--- src/rtl/bnn_layer_sequencer_if.sv ---
// Handshake and weight-write bundle of the BNN layer sequencer.
// The master is the producer/host side; the slave is the sequencer itself.
interface bnn_layer_sequencer_if #(
    parameter int NUM_NEURONS = 4,
    parameter int NUM_WORDS   = 4
);
    localparam int NUM_ENTRIES = NUM_NEURONS * NUM_WORDS;
    localparam int ADDR_W      = (NUM_ENTRIES > 1) ? $clog2(NUM_ENTRIES) : 1;

    logic [7:0]             in_data;
    logic                   in_valid;
    logic                   in_ready;
    logic                   wr_en;
    logic [ADDR_W-1:0]      wr_addr;
    logic [7:0]             wr_data;
    logic                   wr_err;
    logic [NUM_NEURONS-1:0] out_bits;
    logic                   out_valid;
    logic                   out_ready;
    logic                   busy;

    modport master (
        output in_data, in_valid, wr_en, wr_addr, wr_data, out_ready,
        input  in_ready, wr_err, out_bits, out_valid, busy
    );

    modport slave (
        input  in_data, in_valid, wr_en, wr_addr, wr_data, out_ready,
        output in_ready, wr_err, out_bits, out_valid, busy
    );
endinterface

--- src/rtl/bnn_layer_sequencer.sv ---
// Time-multiplexed XNOR-popcount-sign evaluator for one fully connected BNN layer.
// Buffers one activation vector, then walks every neuron one byte per cycle.
module bnn_layer_sequencer #(
    parameter int NUM_NEURONS = 4,
    parameter int NUM_WORDS   = 4,
    parameter int THRESH      = 16
) (
    input  logic                 clk,
    input  logic                 rst_n,
    bnn_layer_sequencer_if.slave io
);
    localparam int NUM_ENTRIES = NUM_NEURONS * NUM_WORDS;
    localparam int ADDR_W      = (NUM_ENTRIES > 1) ? $clog2(NUM_ENTRIES) : 1;
    localparam int ADDR_W1     = ADDR_W + 1;
    localparam int ACC_W       = $clog2(8 * NUM_WORDS + 1);
    localparam int WCNT_W      = (NUM_WORDS > 1) ? $clog2(NUM_WORDS) : 1;
    localparam int NCNT_W      = (NUM_NEURONS > 1) ? $clog2(NUM_NEURONS) : 1;
    localparam logic [31:0] THRESH_U = 32'(THRESH);

    typedef enum logic [1:0] {ST_LOAD, ST_COMPUTE, ST_OUTPUT} state_t;

    state_t                 state_q;
    logic [WCNT_W-1:0]      word_cnt_q;
    logic [NCNT_W-1:0]      neuron_cnt_q;
    logic [ACC_W-1:0]       acc_q;
    logic [7:0]             act_q    [NUM_WORDS];
    logic [7:0]             weight_q [NUM_ENTRIES];
    logic [NUM_NEURONS-1:0] out_bits_q;
    logic                   in_ready_q;
    logic                   busy_q;
    logic                   out_valid_q;
    logic                   wr_err_q;

    logic                   last_word_d;
    logic                   last_neuron_d;
    logic                   wr_in_range_d;
    logic                   wr_ok_d;
    logic                   fire_d;
    logic [ADDR_W-1:0]      rd_idx_d;
    logic [7:0]             match_d;
    logic [ACC_W-1:0]       sum_d;

    always_comb begin
        last_word_d   = (word_cnt_q == WCNT_W'(NUM_WORDS - 1));
        last_neuron_d = (neuron_cnt_q == NCNT_W'(NUM_NEURONS - 1));
        wr_in_range_d = ({1'b0, io.wr_addr} < ADDR_W1'(NUM_ENTRIES));
        // Weights are frozen while a vector is being evaluated.
        wr_ok_d       = io.wr_en && wr_in_range_d && (state_q != ST_COMPUTE);
        rd_idx_d      = ADDR_W'(neuron_cnt_q) * ADDR_W'(NUM_WORDS) + ADDR_W'(word_cnt_q);
        match_d       = ~(act_q[word_cnt_q] ^ weight_q[rd_idx_d]);
        sum_d         = acc_q;
        for (int b = 0; b < 8; b++) begin
            sum_d = sum_d + ACC_W'(match_d[b]);
        end
        fire_d        = (32'(sum_d) >= THRESH_U);
    end

    always_ff @(posedge clk or posedge rst_n) begin
        if (rst_n) begin
            for (int i = 0; i < NUM_ENTRIES; i++) begin
                weight_q[i] <= 8'h00;
            end
        end else if (wr_ok_d) begin
            for (int i = 0; i < NUM_ENTRIES; i++) begin
                if (io.wr_addr == ADDR_W'(i)) begin
                    weight_q[i] <= io.wr_data;
                end
            end
        end
    end

    always_ff @(posedge clk or posedge rst_n) begin
        if (rst_n) begin
            state_q      <= ST_LOAD;
            word_cnt_q   <= '0;
            neuron_cnt_q <= '0;
            acc_q        <= '0;
            out_bits_q   <= '0;
            in_ready_q   <= 1'b1;
            busy_q       <= 1'b0;
            out_valid_q  <= 1'b0;
            wr_err_q     <= 1'b0;
            for (int i = 0; i < NUM_WORDS; i++) begin
                act_q[i] <= 8'h00;
            end
        end else begin
            wr_err_q <= io.wr_en && !wr_ok_d;
            case (state_q)
                ST_LOAD: begin
                    if (io.in_valid) begin
                        act_q[word_cnt_q] <= io.in_data;
                        if (last_word_d) begin
                            word_cnt_q   <= '0;
                            neuron_cnt_q <= '0;
                            acc_q        <= '0;
                            state_q      <= ST_COMPUTE;
                            in_ready_q   <= 1'b0;
                            busy_q       <= 1'b1;
                        end else begin
                            word_cnt_q <= word_cnt_q + 1'b1;
                        end
                    end
                end
                ST_COMPUTE: begin
                    if (last_word_d) begin
                        out_bits_q[neuron_cnt_q] <= fire_d;
                        acc_q      <= '0;
                        word_cnt_q <= '0;
                        if (last_neuron_d) begin
                            neuron_cnt_q <= '0;
                            state_q      <= ST_OUTPUT;
                            busy_q       <= 1'b0;
                            out_valid_q  <= 1'b1;
                        end else begin
                            neuron_cnt_q <= neuron_cnt_q + 1'b1;
                        end
                    end else begin
                        acc_q      <= sum_d;
                        word_cnt_q <= word_cnt_q + 1'b1;
                    end
                end
                ST_OUTPUT: begin
                    // in_valid is deliberately ignored here, even on the release edge.
                    if (io.out_ready) begin
                        out_valid_q <= 1'b0;
                        in_ready_q  <= 1'b1;
                        state_q     <= ST_LOAD;
                    end
                end
                default: begin
                    state_q    <= ST_LOAD;
                    in_ready_q <= 1'b1;
                    busy_q     <= 1'b0;
                end
            endcase
        end
    end

    assign io.in_ready  = in_ready_q;
    assign io.busy      = busy_q;
    assign io.out_valid = out_valid_q;
    assign io.out_bits  = out_bits_q;
    assign io.wr_err    = wr_err_q;
endmodule

--- src/flat_wrapper.sv ---
// flat-port wrapper written by rule: the top's interface ports become plain ports
module bnn_layer_sequencer_flat 
#(
    parameter int NUM_NEURONS = 4,
    parameter int NUM_WORDS   = 4,
    parameter int THRESH      = 16
)
  (clk, rst_n, io_in_data, io_in_valid, io_wr_en, io_wr_addr, io_wr_data, io_out_ready, io_in_ready, io_wr_err, io_out_bits, io_out_valid, io_busy);
  bnn_layer_sequencer_if #(.NUM_NEURONS(NUM_NEURONS), .NUM_WORDS(NUM_WORDS)) io_i ();
  input  logic clk;
  input  logic rst_n;
  input wire logic [$bits(io_i.in_data)-1:0] io_in_data;
  input wire logic [$bits(io_i.in_valid)-1:0] io_in_valid;
  input wire logic [$bits(io_i.wr_en)-1:0] io_wr_en;
  input wire logic [$bits(io_i.wr_addr)-1:0] io_wr_addr;
  input wire logic [$bits(io_i.wr_data)-1:0] io_wr_data;
  input wire logic [$bits(io_i.out_ready)-1:0] io_out_ready;
  output wire logic [$bits(io_i.in_ready)-1:0] io_in_ready;
  output wire logic [$bits(io_i.wr_err)-1:0] io_wr_err;
  output wire logic [$bits(io_i.out_bits)-1:0] io_out_bits;
  output wire logic [$bits(io_i.out_valid)-1:0] io_out_valid;
  output wire logic [$bits(io_i.busy)-1:0] io_busy;
  assign io_i.in_data = io_in_data;
  assign io_i.in_valid = io_in_valid;
  assign io_i.wr_en = io_wr_en;
  assign io_i.wr_addr = io_wr_addr;
  assign io_i.wr_data = io_wr_data;
  assign io_i.out_ready = io_out_ready;
  assign io_in_ready = io_i.in_ready;
  assign io_wr_err = io_i.wr_err;
  assign io_out_bits = io_i.out_bits;
  assign io_out_valid = io_i.out_valid;
  assign io_busy = io_i.busy;
  bnn_layer_sequencer #(.NUM_NEURONS(NUM_NEURONS), .NUM_WORDS(NUM_WORDS), .THRESH(THRESH)) u_core (.clk(clk), .rst_n(rst_n), .io(io_i));
endmodule
--- config.mk ---
export PLATFORM = sky130hd
export DESIGN_NAME = bnn_layer_sequencer_flat
export DESIGN_NICKNAME = d
export VERILOG_FILES = /design/src/rtl/bnn_layer_sequencer_if.sv /design/src/rtl/bnn_layer_sequencer.sv /design/src/flat_wrapper.sv
export SDC_FILE = /design/constraint.sdc
export NUM_CORES = 1
export LEC_CHECK = 0
export BUFFER_PORTS_ARGS = -buffer_cell sky130_fd_sc_hd__clkbuf_2
export CAP_MARGIN = 20
export CORE_MARGIN = 5
export CORE_UTILIZATION = 45
export DETAILED_ROUTE_END_ITERATION = 10
export GPL_ROUTABILITY_DRIVEN = 1
export PLACE_DENSITY = 0.61
export SLEW_MARGIN = 20
export SYNTH_ARGS = -nofsm -noshare
export SYNTH_HDL_FRONTEND = slang
export SYNTH_SLANG_ARGS = --single-unit
--- constraint.sdc ---
create_clock -name clk -period 11.9 [get_ports clk]
set_clock_uncertainty 0.1 [all_clocks]
set_input_delay 0.595 -clock clk [delete_from_list [all_inputs] [get_ports clk]]
set_output_delay 0.595 -clock clk [all_outputs]
set_load 0.03 [all_outputs]
**Yosys cells after proc, flatten, opt, wreduce, memory -nomap -nowiden**

Cells that the tools add are included.
W data, S select, Z words.

- Logic and storage cells: 154
- Register bits after elaboration: 180
- Input port bits: 25
- Output and inout bits: 8

- Reductions and logical operators: 34
- Eq/ne operators: 25
- Multiplexer cells: 43
- Bitwise operators: 6
- Add/sub/neg operators: 11
- Magnitude comparators: 6

Operators by type and width:

| cell | count |
|---|---|
| $add A6 B1 Y6 | 8 |
| $mux W8 | 5 |
| $reduce_and A2 Y1 | 19 |
| $bmux W8 S4 | 1 |
| $bwmux W32 | 1 |
| $eq A4 B4 Y1 const B | 8 |
| $mux W2 | 11 |
| $mux W6 | 3 |
| $bmux W8 S2 | 1 |
| $demux W8 S2 | 1 |
| $eq A4 B3 Y1 const B | 4 |
| $pmux W6 S2 | 1 |
| $reduce_and A4 Y1 | 3 |
| $mux W1 | 11 |
| $reduce_and A5 Y1 | 2 |
| $eq A4 B2 Y1 const B | 2 |
| $ne A2 B1 Y1 const B | 4 |
| $not A8 Y8 | 1 |
| $pmux W2 S2 | 2 |
| $xor A8 B8 Y8 | 1 |
| $eq A2 B2 Y1 const B | 3 |
| $ge A6 B5 Y1 const B | 1 |
| $pmux W1 S3 | 2 |
| $pmux W2 S3 | 1 |
| other kinds (22) | 29 |

**Depth between registers and ports, before layout**

Gate-level depths: netlist of run 1.

- Depth in word-level cells: 17
- Gate-level depth with buffers: 20
- Depth with buffers taken out: 17

**Least setup slack after synthesis of run 1**

OpenSTA, ideal clock, no wires.

- Path type: reg2reg
- Start point: register u_core.neuron_cnt_q[0]
- End point: register u_core.out_bits_q[1] (netlist: u_core.io.out_bits[1])
- Setup slack: 6.921 ns
- Cell stages (with the launch flop): 20
- Arrival: 4.745 ns
- Library setup time: 0.133 ns
- Path through: dfrtp_1 buf_6 buf_6 buf_2 mux4_2 xor2_1 o211ai_1 o21ai_1 fa_1 fa_1 inv_1 fa_1 fa_1 inv_1 fa_1 nor2b_1 o21a_1 or4_1 o211ai_1 o21ai_0

- Word-level cells in the longest chain between the ends: 17
- Elaborated cells on any way between the ends: 22

RTL lines:

| what | RTL line | text |
|---|---|---|
| start: declaration | bnn_layer_sequencer.sv:24 | `logic [NCNT_W-1:0] neuron_cnt_q;` |
| start signal: assignment | bnn_layer_sequencer.sv:115 | `neuron_cnt_q <= neuron_cnt_q + 1'b1;` |
| $add A4 B2 Y4 | bnn_layer_sequencer.sv:49 | `rd_idx_d = ADDR_W'(neuron_cnt_q) * ADDR_W'(NUM_WORDS) + ADDR_W'(word_cnt_q);` |
| $not A4 Y5 (not written as such) | bnn_layer_sequencer.sv:50 | `match_d = ~(act_q[word_cnt_q] ^ weight_q[rd_idx_d]);` |
| $bmux W8 S4 | bnn_layer_sequencer.sv:50 |  |
| $mux W8 (not written as such) (2 in a row) | bnn_layer_sequencer.sv:50 |  |
| $xor A8 B8 Y8 | bnn_layer_sequencer.sv:50 |  |
| $not A8 Y8 | bnn_layer_sequencer.sv:50 |  |
| $add A6 B1 Y6 (8 in a row) | bnn_layer_sequencer.sv:53 | `sum_d = sum_d + ACC_W'(match_d[b]);` |
| $ge A6 B5 Y1 | bnn_layer_sequencer.sv:55 | `fire_d = (32'(sum_d) >= THRESH_U);` |
| $bwmux W4 * | bnn_layer_sequencer.sv:106 | `out_bits_q[neuron_cnt_q] <= fire_d;` |
| end signal: indexed assignment | bnn_layer_sequencer.sv:106 |  |
| end: declaration | bnn_layer_sequencer.sv:28 | `logic [NUM_NEURONS-1:0] out_bits_q;` |

Every way passes the cells marked *; elsewhere a longest branch is shown, timed or not. The select of a mux whose other input is x is not followed.
A chain may end at the register's enable or synchronous reset.

**Worst setup path after layout of run 1**

Ends and elaborated chain as after synthesis.

==> flow_summary.json, run 1 <==
{
  "status": "finished, final reports clean",
  "vdd_drop_max_v": 0.000197,
  "syn_inst": 618,
  "clk_pin_slew_ps": 70,
  "drc": 0,
  "grt_pass1_wl_um": 30800,
  "grt_max_degree": 110,
  "finalHoldViolCount": 0,
  "drv_cap": 0,
  "fin_ws_ps": 6350,
  "critical_path_class": "flip-flop to flip-flop",
  "synth_edf_count": 0,
  "crit_slowest_cell": "dfrtp_2",
  "syn-cell-area_um2": 8710,
  "startpoint_type": "flip-flop",
  "finalCriticalPeriod_ps": 5550,
  "clock_sinks": 180,
  "grt_usage": 0.183,
  "synth_cell_types": 48,
  "max_stage_delay_ps": 650,
  "seq_area_frac_synth": 0.517,
  "rows": 50,
  "nNetsFinal": 684,
  "crit_buf_inv": 3,
  "dr.pass1.iters": 4,
  "cts-root-buf": "clkbuf_16",
  "hold_path_class": "primary input to asynchronous set/reset pin",
  "leakagePower_uw": 0.00425,
  "tns_ps": 0,
  "slew_headroom": 0.350,
  "post_cts_buffers": 0,
  "comb_power_share": 0.460,
  "die_w_um": 149,
  "path_cells": "buf_4 > mux4_2 > xor2_1 > o211ai_1 > o21ai_1 > fa_1 > fa_1 > inv_1 > fa_1 > fa_1 > inv_1 > fa_1 > nor2b_1 > o21a_1 > or4_1 > o211ai_1 > o21ai_0",
  "io_pins": 33,
  "reg2reg_from": "u_core.neuron_cnt_q[0]",
  "fp.dieH_um": 149,
  "avgRoutedWirePerCell_um": 20.6,
  "synth_ff_type": "dfrtp_1",
  "finalCritPeriodShare": 0.466,
  "numPortBuffers": 32,
  "vias_per_cell": 5.47,
  "cts_buffer_depth": 2,
  "num_vias": 4992,
  "tightest_slew_ps": 969,
  "dp_slack_ps": 6290,
  "crit_fanout": 23,
  "p_sw_uw": 1070,
  "synthToLayoutAreaGrowth_pct": 10.4,
  "clkPwrFrac": 0.186,
  "finalSetupViolCount": 0,
  "cp_common_cell": "fa_1",
  "cts_htree_levels": 4,
  "overflow": 0,
  "antenna_left": 0,
  "cp.arrival_ps": 5740,
  "cts_buffers": 17,
  "hold_buffers": 0,
  "clk_latency_ps": 430,
  "cp.required_ps": 12100,
  "synthArstFlopShare": 1.00,
  "startpoint": "u_core.neuron_cnt_q[0]",
  "antenna_cells": 0,
  "syn_area_per_cell_um2": 14.1,
  "p_seq_frac": 0.354,
  "drive_gt1_frac": 0.407,
  "antenna_found_initial": 0,
  "drv_slew": 0,
  "syn_nets": 662,
  "drt-total-wl_um": 18800,
  "switching_share": 0.359,
  "power_density_nw_per_um2": 310,
  "ys.warnings.count": 0,
  "cts_resized": 0,
  "grt_pass1_vias": 5327,
  "initial_core_util": 0.461,
  "p_int_uw": 1910,
  "fmax_ghz": 0.180,
  "place.gp.congestion": 0.799,
  "utilization": 0.509,
  "hpwl_um": 12800,
  "ys_seq_elements": 180,
  "die_area_um2": 22200,
  "coreArea_um2": 18900,
  "cts_tree": "built",
  "endpoint_kind": "flip-flop",
  "crit_family": "adder cells",
  "drt_iter0_markers": 248,
  "rsz0062_at_grt": "no"
}
path summary, 6_finish.rpt:
path / to / slack, ps / cells after the start
worst max-delay path: u_core.io.out_bits[1] / 6350 / 17
worst min-delay path: u_core.acc_q[4] / 190 / 2
worst max register to register: u_core.io.out_bits[1] / 6350 / 17
worst min register to register: u_core.weight_q[114] / 390 / 1
max in group asynchronous: u_core.weight_q[17] / 10100 / 3
min in group clk: u_core.state_q[1] / 340 / 4
Yosys cell counts (all sizes together), types with 2 or more instances:
| cell type | instances | area, µm² |
|---|---|---|
| dfrtp | 179 | 4480 |
| mux2 | 161 | 1810 |
| mux4 | 32 | 724 |
| nand2 | 32 | 120 |
| nor2 | 28 | 128 |
| o21ai | 23 | 119 |
| buf | 21 | 156 |
| xnor2 | 17 | 149 |
| xor2 | 17 | 149 |
| ha | 14 | 175 |
| inv | 13 | 48.8 |
| a21oi | 12 | 63.8 |
| clkbuf | 12 | 45.0 |
| nor3 | 7 | 78.8 |
| o211ai | 7 | 52.6 |
| nand2b | 6 | 40.0 |
| fa | 5 | 100 |
| a211oi | 4 | 30.0 |
| a21o | 3 | 22.5 |
| and2 | 3 | 18.8 |
| and3 | 3 | 18.8 |
| nor2b | 3 | 18.8 |
| nand3 | 2 | 15.0 |
| nand4 | 2 | 18.8 |
| nand4b | 2 | 30.0 |
| o21a | 2 | 15.0 |
worst reg2reg max path, delay by kind of cell, from the launching register on:
kind,cells,cell delay (ps)
fa+ha+maj,5,2260
buf+inv,3,580
xor+xnor,1,150
flops,1,650
mux,1,380
simple gates,2,470
compound gates,5,840
routing by layer:
layer | up-vias | track usage | share of wire
li1 | 2266 | - | -
met1 | 2623 | 0.260 | 0.47
met2 | 80 | 0.288 | 0.49
met3 | 23 | 0.0334 | 0.028
met4 | 0 | 0.0545 | 0.015
met5 | - | 0 | 0
cell type report:
cell class	instances	area (µm²)
clock inverters	8	100
repair buffers	36	190
multi-input cells	392	3950
clock buffers	24	482
fillers	1640	9280
well taps	260	325
inverters	13	56.3
flip-flops and latches	180	4510
cell families after synthesis:
family	count (synthesis)	synth area share
buffers and inverters	46	0.0287
multiplexers	193	0.291
adder cells (fa/ha/maj)	19	0.0316
XOR/XNOR	34	0.0342
flip-flops	180	0.517
AND/OR/NAND/NOR	91	0.0583
AO/OA/AOI/OAI	55	0.0385
sequential cells by signal (all words and copies together) (netlist names):
| signal | flops |
|---|---|
| u_core.acc_q | 6 |
| u_core.act_q | 32 |
| u_core.io.busy | 1 |
| u_core.io.in_ready | 1 |
| u_core.io.out_bits | 4 |
| u_core.io.out_valid | 1 |
| u_core.io.wr_err | 1 |
| u_core.neuron_cnt_q | 2 |
| u_core.state_q | 2 |
| u_core.weight_q | 128 |
| u_core.word_cnt_q | 2 |
stage by stage:
step | hold WS, ps | area (µm²) | cells | power [µW]
2_1_floorplan | 354 | 8710 | 618 | 2130
3_3_place_gp | 364 | 9030 | 881 | 2370
3_5_place_dp | 379 | 9030 | 881 | 2450
4_1_cts | 328 | 9610 | 913 | 3010
5_1_grt | 252 | 9620 | 913 | 3240
6_report | 188 | 9620 | 913 | 2990
power groups by stage:
| stage | Clock, µW | Combinational [µW] | Sequential [µW] |
|---|---|---|---|
| floorplan | 0 | 1130 | 1000 |
| global placement | 0 | 1320 | 1060 |
| detailed placement | 0 | 1380 | 1070 |
| CTS | 567 | 1390 | 1060 |
| global route | 596 | 1560 | 1090 |
| finish | 555 | 1370 | 1060 |
cells in the final DEF (no fill, tap or decap), types with 2 or more instances in the layout:
| master | n |
|---|---|
| a211oi_1 | 4 |
| clkinv_4 | 2 |
| dfrtp_1 | 177 |
| nor2_1 | 19 |
| nand2b_1 | 5 |
| clkbuf_2 | 32 |
| a21oi_1 | 11 |
| nor2_2 | 9 |
| nor3_4 | 3 |
| ha_1 | 14 |
| a21o_1 | 3 |
| and3_1 | 3 |
| nand4b_2 | 2 |
| clkbuf_16 | 17 |
| clkbuf_1 | 4 |
| clkinv_2 | 3 |
| inv_1 | 12 |
| buf_4 | 4 |
| mux4_2 | 31 |
| o211ai_1 | 7 |
| xnor2_1 | 17 |
| fa_1 | 5 |
| o21ai_0 | 15 |
| nor3_1 | 2 |
| clkbuf_8 | 3 |
| and2_1 | 3 |
| bufinv_16 | 2 |
| nand2_1 | 32 |
| mux2_1 | 16 |
| xor2_1 | 17 |
| nor2b_1 | 3 |
| nor3_2 | 2 |
| dfrtp_2 | 2 |
| mux2_2 | 145 |
| o21ai_1 | 7 |
| o21a_1 | 2 |
Note: power is estimated with default switching activity, not from simulation.
==> inputs of run 2 (changes only) <==
--- a/config.mk
+++ b/config.mk
@@ -5,13 +5,14 @@
 export SDC_FILE = /design/constraint.sdc
 export NUM_CORES = 1
 export LEC_CHECK = 0
+export ABC_AREA = 1
 export BUFFER_PORTS_ARGS = -buffer_cell sky130_fd_sc_hd__clkbuf_2
 export CAP_MARGIN = 20
 export CORE_MARGIN = 5
 export CORE_UTILIZATION = 45
 export DETAILED_ROUTE_END_ITERATION = 10
 export GPL_ROUTABILITY_DRIVEN = 1
-export PLACE_DENSITY = 0.61
+export PLACE_DENSITY = 0.63
 export SLEW_MARGIN = 20
 export SYNTH_ARGS = -nofsm -noshare
 export SYNTH_HDL_FRONTEND = slang
==> constraint.sdc (replaced) <==
create_clock -name clk -period 4.4 [get_ports clk]
set_clock_uncertainty 0.1 [all_clocks]
set_input_delay 0.22 -clock clk [delete_from_list [all_inputs] [get_ports clk]]
set_output_delay 0.22 -clock clk [all_outputs]
set_load 0.03 [all_outputs]
==> run 2 against run 1 <==
Cell area is 11% higher. Flip-flop and latch count stayed put. Register-to-register slack got worse by 6300 ps. Global-route usage increased by 2.4 points. Highest routed layer unchanged.
==> flow_summary.json, run 2 <==
{
  "status": "finished, final reports clean",
  "holdWs_ps": 23.8,
  "top_regs": "u_core.weight_q x128, u_core.act_q x32, u_core.acc_q x6",
  "synth_top_cell_by_area": "dfrtp_1",
  "cts-root-buf": "clkbuf_16",
  "crit_buf_inv": 6,
  "synth_top_cell_area_share": 0.486,
  "grt_pass1_wl_um": 39100,
  "ys_seq_elements": 180,
  "synth_edf_count": 0,
  "finalCriticalPeriod_ps": 4370,
  "rsz0062_at_grt": "yes",
  "drv_slew": 0,
  "largest_reg_flops": 128,
  "leakagePower_uw": 0.00553,
  "syn-cell-area_um2": 9210,
  "power_density_nw_per_um2": 878,
  "hold_path_class": "primary input to flip-flop",
  "cp.arrival_ps": 4600,
  "die_w_um": 153,
  "num_vias": 7625,
  "slew_headroom": 0.471,
  "ys.warnings.count": 0,
  "vias_per_cell": 5.00,
  "antenna_left": 0,
  "max_stage_delay_ps": 540,
  "grt_pass1_vias": 7391,
  "initial_core_util": 0.457,
  "tightest_slew_ps": 793,
  "finalSetupViolCount": 0,
  "syn_area_per_cell_um2": 7.73,
  "syn_inst": 1192,
  "cts_htree_levels": 4,
  "top_register": "u_core.weight_q",
  "antenna_cells": 0,
  "syn_nets": 1236,
  "io_pins": 33,
  "seq_area_frac_synth": 0.489,
  "crit_fanout": 7,
  "drc": 0,
  "fp.dieH_um": 153,
  "synthArstFlopShare": 1.00,
  "coreArea_um2": 20200,
  "clock_sinks": 180,
  "crit_slowest_cell": "fa_1",
  "rows": 52,
  "synthToLayoutAreaGrowth_pct": 16.2,
  "drt_iter0_markers": 624,
  "drt-total-wl_um": 23300,
  "die_area_um2": 23400,
  "clk_latency_ps": 440,
  "antenna_found_initial": 0,
  "overflow": 0,
  "avgRoutedWirePerCell_um": 15.3,
  "place.gp.congestion": 0.878,
  "synth_cell_types": 30,
  "endpoint_kind": "flip-flop",
  "cts_buffers": 17,
  "drv_cap": 0,
  "synth_area_leaders": "dfrtp_1 (49%), nand2_1 (18%), nand3_1 (6.4%), inv_1 (6.2%), o21ai_0 (4.9%)",
  "grt_usage": 0.207,
  "tns_ps": 0,
  "nNetsFinal": 1286,
  "finalCritPeriodShare": 0.993,
  "crit_family": "adder cells",
  "synth_ff_type": "dfrtp_1",
  "grt_max_degree": 90,
  "vdd_drop_max_v": 0.000738,
  "drive_gt1_frac": 0.133,
  "dr.pass1.iters": 5,
  "synth_most_common_cell": "nand2_1",
  "cp.required_ps": 4630,
  "mostFrequentLayoutCell": "nand2_1",
  "cp_common_cell": "nand2_1",
  "fmax_ghz": 0.229,
  "hpwl_um": 15100,
  "clk_pin_slew_ps": 70,
  "mostFrequentLayoutCells": "nand2_1 (430), dfrtp_1 (178), inv_1 (147), nand3_1 (105), o21ai_0 (90)",
  "netlist_top_cells_count": "nand2_1 (436), dfrtp_1 (179), inv_1 (151)",
  "cts_tree": "built",
  "numPortBuffers": 32,
  "finalHoldViolCount": 0,
  "startpoint_type": "flip-flop",
  "critical_path_class": "flip-flop to flip-flop",
  "cts_buffer_depth": 2
}
## run 2: cell types whose count changed after synthesis, moves of 11 or more
cell / change
inv_1: +138
mux2_1: -16
mux2_2: -145
mux4_2: -31
nand2_1: +404
nand2_4: +11
nand3_1: +116
o21ai_0: +75
o21ai_1: +60
o21ai_2: +12
xnor2_1: -16
xor2_1: -16
## run 2: cell families (layout without fill, tap and decap cells)
logic type | Yosys count | in the layout | share of synthesized area
and+or+nand+nor | 592 | 592 | 0.268
buffers and inverters | 214 | 277 | 0.103
AOI/OAI and AO/OA | 185 | 185 | 0.108
DFF | 180 | 180 | 0.489
adders and majority gates | 19 | 19 | 0.0299
xor gates and xnor gates | 2 | 2 | 0.00190
## run 2: worst reg2reg max path, stage by stage (launching register included)
cell      delay, ps
dfrtp_2         410
buf_6           140
clkinv_8         70
buf_8           140
buf_6           120
nand2_2          40
nand3_1          70
nand3_1         100
nand3_2         100
nand2_1          70
nand2_1          50
nand2_1          80
fa_1            450
fa_1            540
inv_2            40
fa_1            520
fa_2            210
inv_2            40
fa_2            350
nand3b_1        180
nand2_1          70
nand2_1          60
nand2_2          90
nand3_4          90
nand2_2          80
nand2_1          40
## run 2: final timing paths
| kind | startpoint | to | slack (ps) | cells after the start |
|---|---|---|---|---|
| max | u_core.word_cnt_q[0] | u_core.io.out_bits[1] | 30 | 25 |
| min | io_in_data[1] | u_core.act_q[1] | 20 | 3 |
| max reg2reg | u_core.word_cnt_q[0] | u_core.io.out_bits[1] | 30 | 25 |
| min reg2reg | u_core.weight_q[61] | u_core.weight_q[61] | 380 | 2 |
| max in group asynchronous | rst_n | u_core.word_cnt_q[0] | 2930 | 4 |
| min in group asynchronous | rst_n | u_core.weight_q[78] | 350 | 3 |
## run 2: where the power goes
part	internal, µW	switching [µW]	leakage, µW
clock network	830	715	0.000277
registers	2350	368	0.00235
logic	2240	2890	0.00290
total	5430	3970	0.00553
## run 2: final cells by class
cell class                      count  area [µm²]
Clock buffer                       19         453
Clock inverter                     13         144
Fill cell                        1972        9470
Inverter                          155         598
Multi-Input combinational cell    798        3860
Sequential cell                   180        4510
Tap cell                          270         338
Timing Repair Buffer               90         806
## run 2: metrics by stage
| step | total power, µW | setup WS (ps) | std cells | area [µm²] | util |
|---|---|---|---|---|---|
| 2_1_floorplan | 5990 | 15.0 | 1192 | 9220 | - |
| 4_1_cts | 9100 | 6.13 | 1514 | 10500 | 0.519 |
| 5_1_grt | 10400 | -179 | 1525 | 10700 | 0.531 |
| 3_5_place_dp | 7340 | -71.3 | 1469 | 9660 | 0.479 |
| 3_3_place_gp | 7260 | 0.575 | 1469 | 9660 | 0.479 |
| 6_report | 9400 | 31.3 | 1525 | 10700 | 0.531 |
## run 2: metal layers
| layer | part of all wire | wire length, µm | GRT usage | vias to the layer above |
|---|---|---|---|---|
| li1 | - | - | - | 3834 |
| met1 | 0.47 | 10900 | 0.294 | 3578 |
| met2 | 0.46 | 10700 | 0.323 | 175 |
| met3 | 0.048 | 1130 | 0.0325 | 38 |
| met4 | 0.026 | 616 | 0.0713 | 0 |
| met5 | 0 | 0 | 0 | - |
## run 2: timing repair
action	CTS	global route
hold buffers	10	0
endpoints found under the setup margin	4	7
gates resized for setup	8	29
gates cloned	2	2
buffers inserted	1	9
pin swaps	5	17
endpoints found under the hold margin	57	0
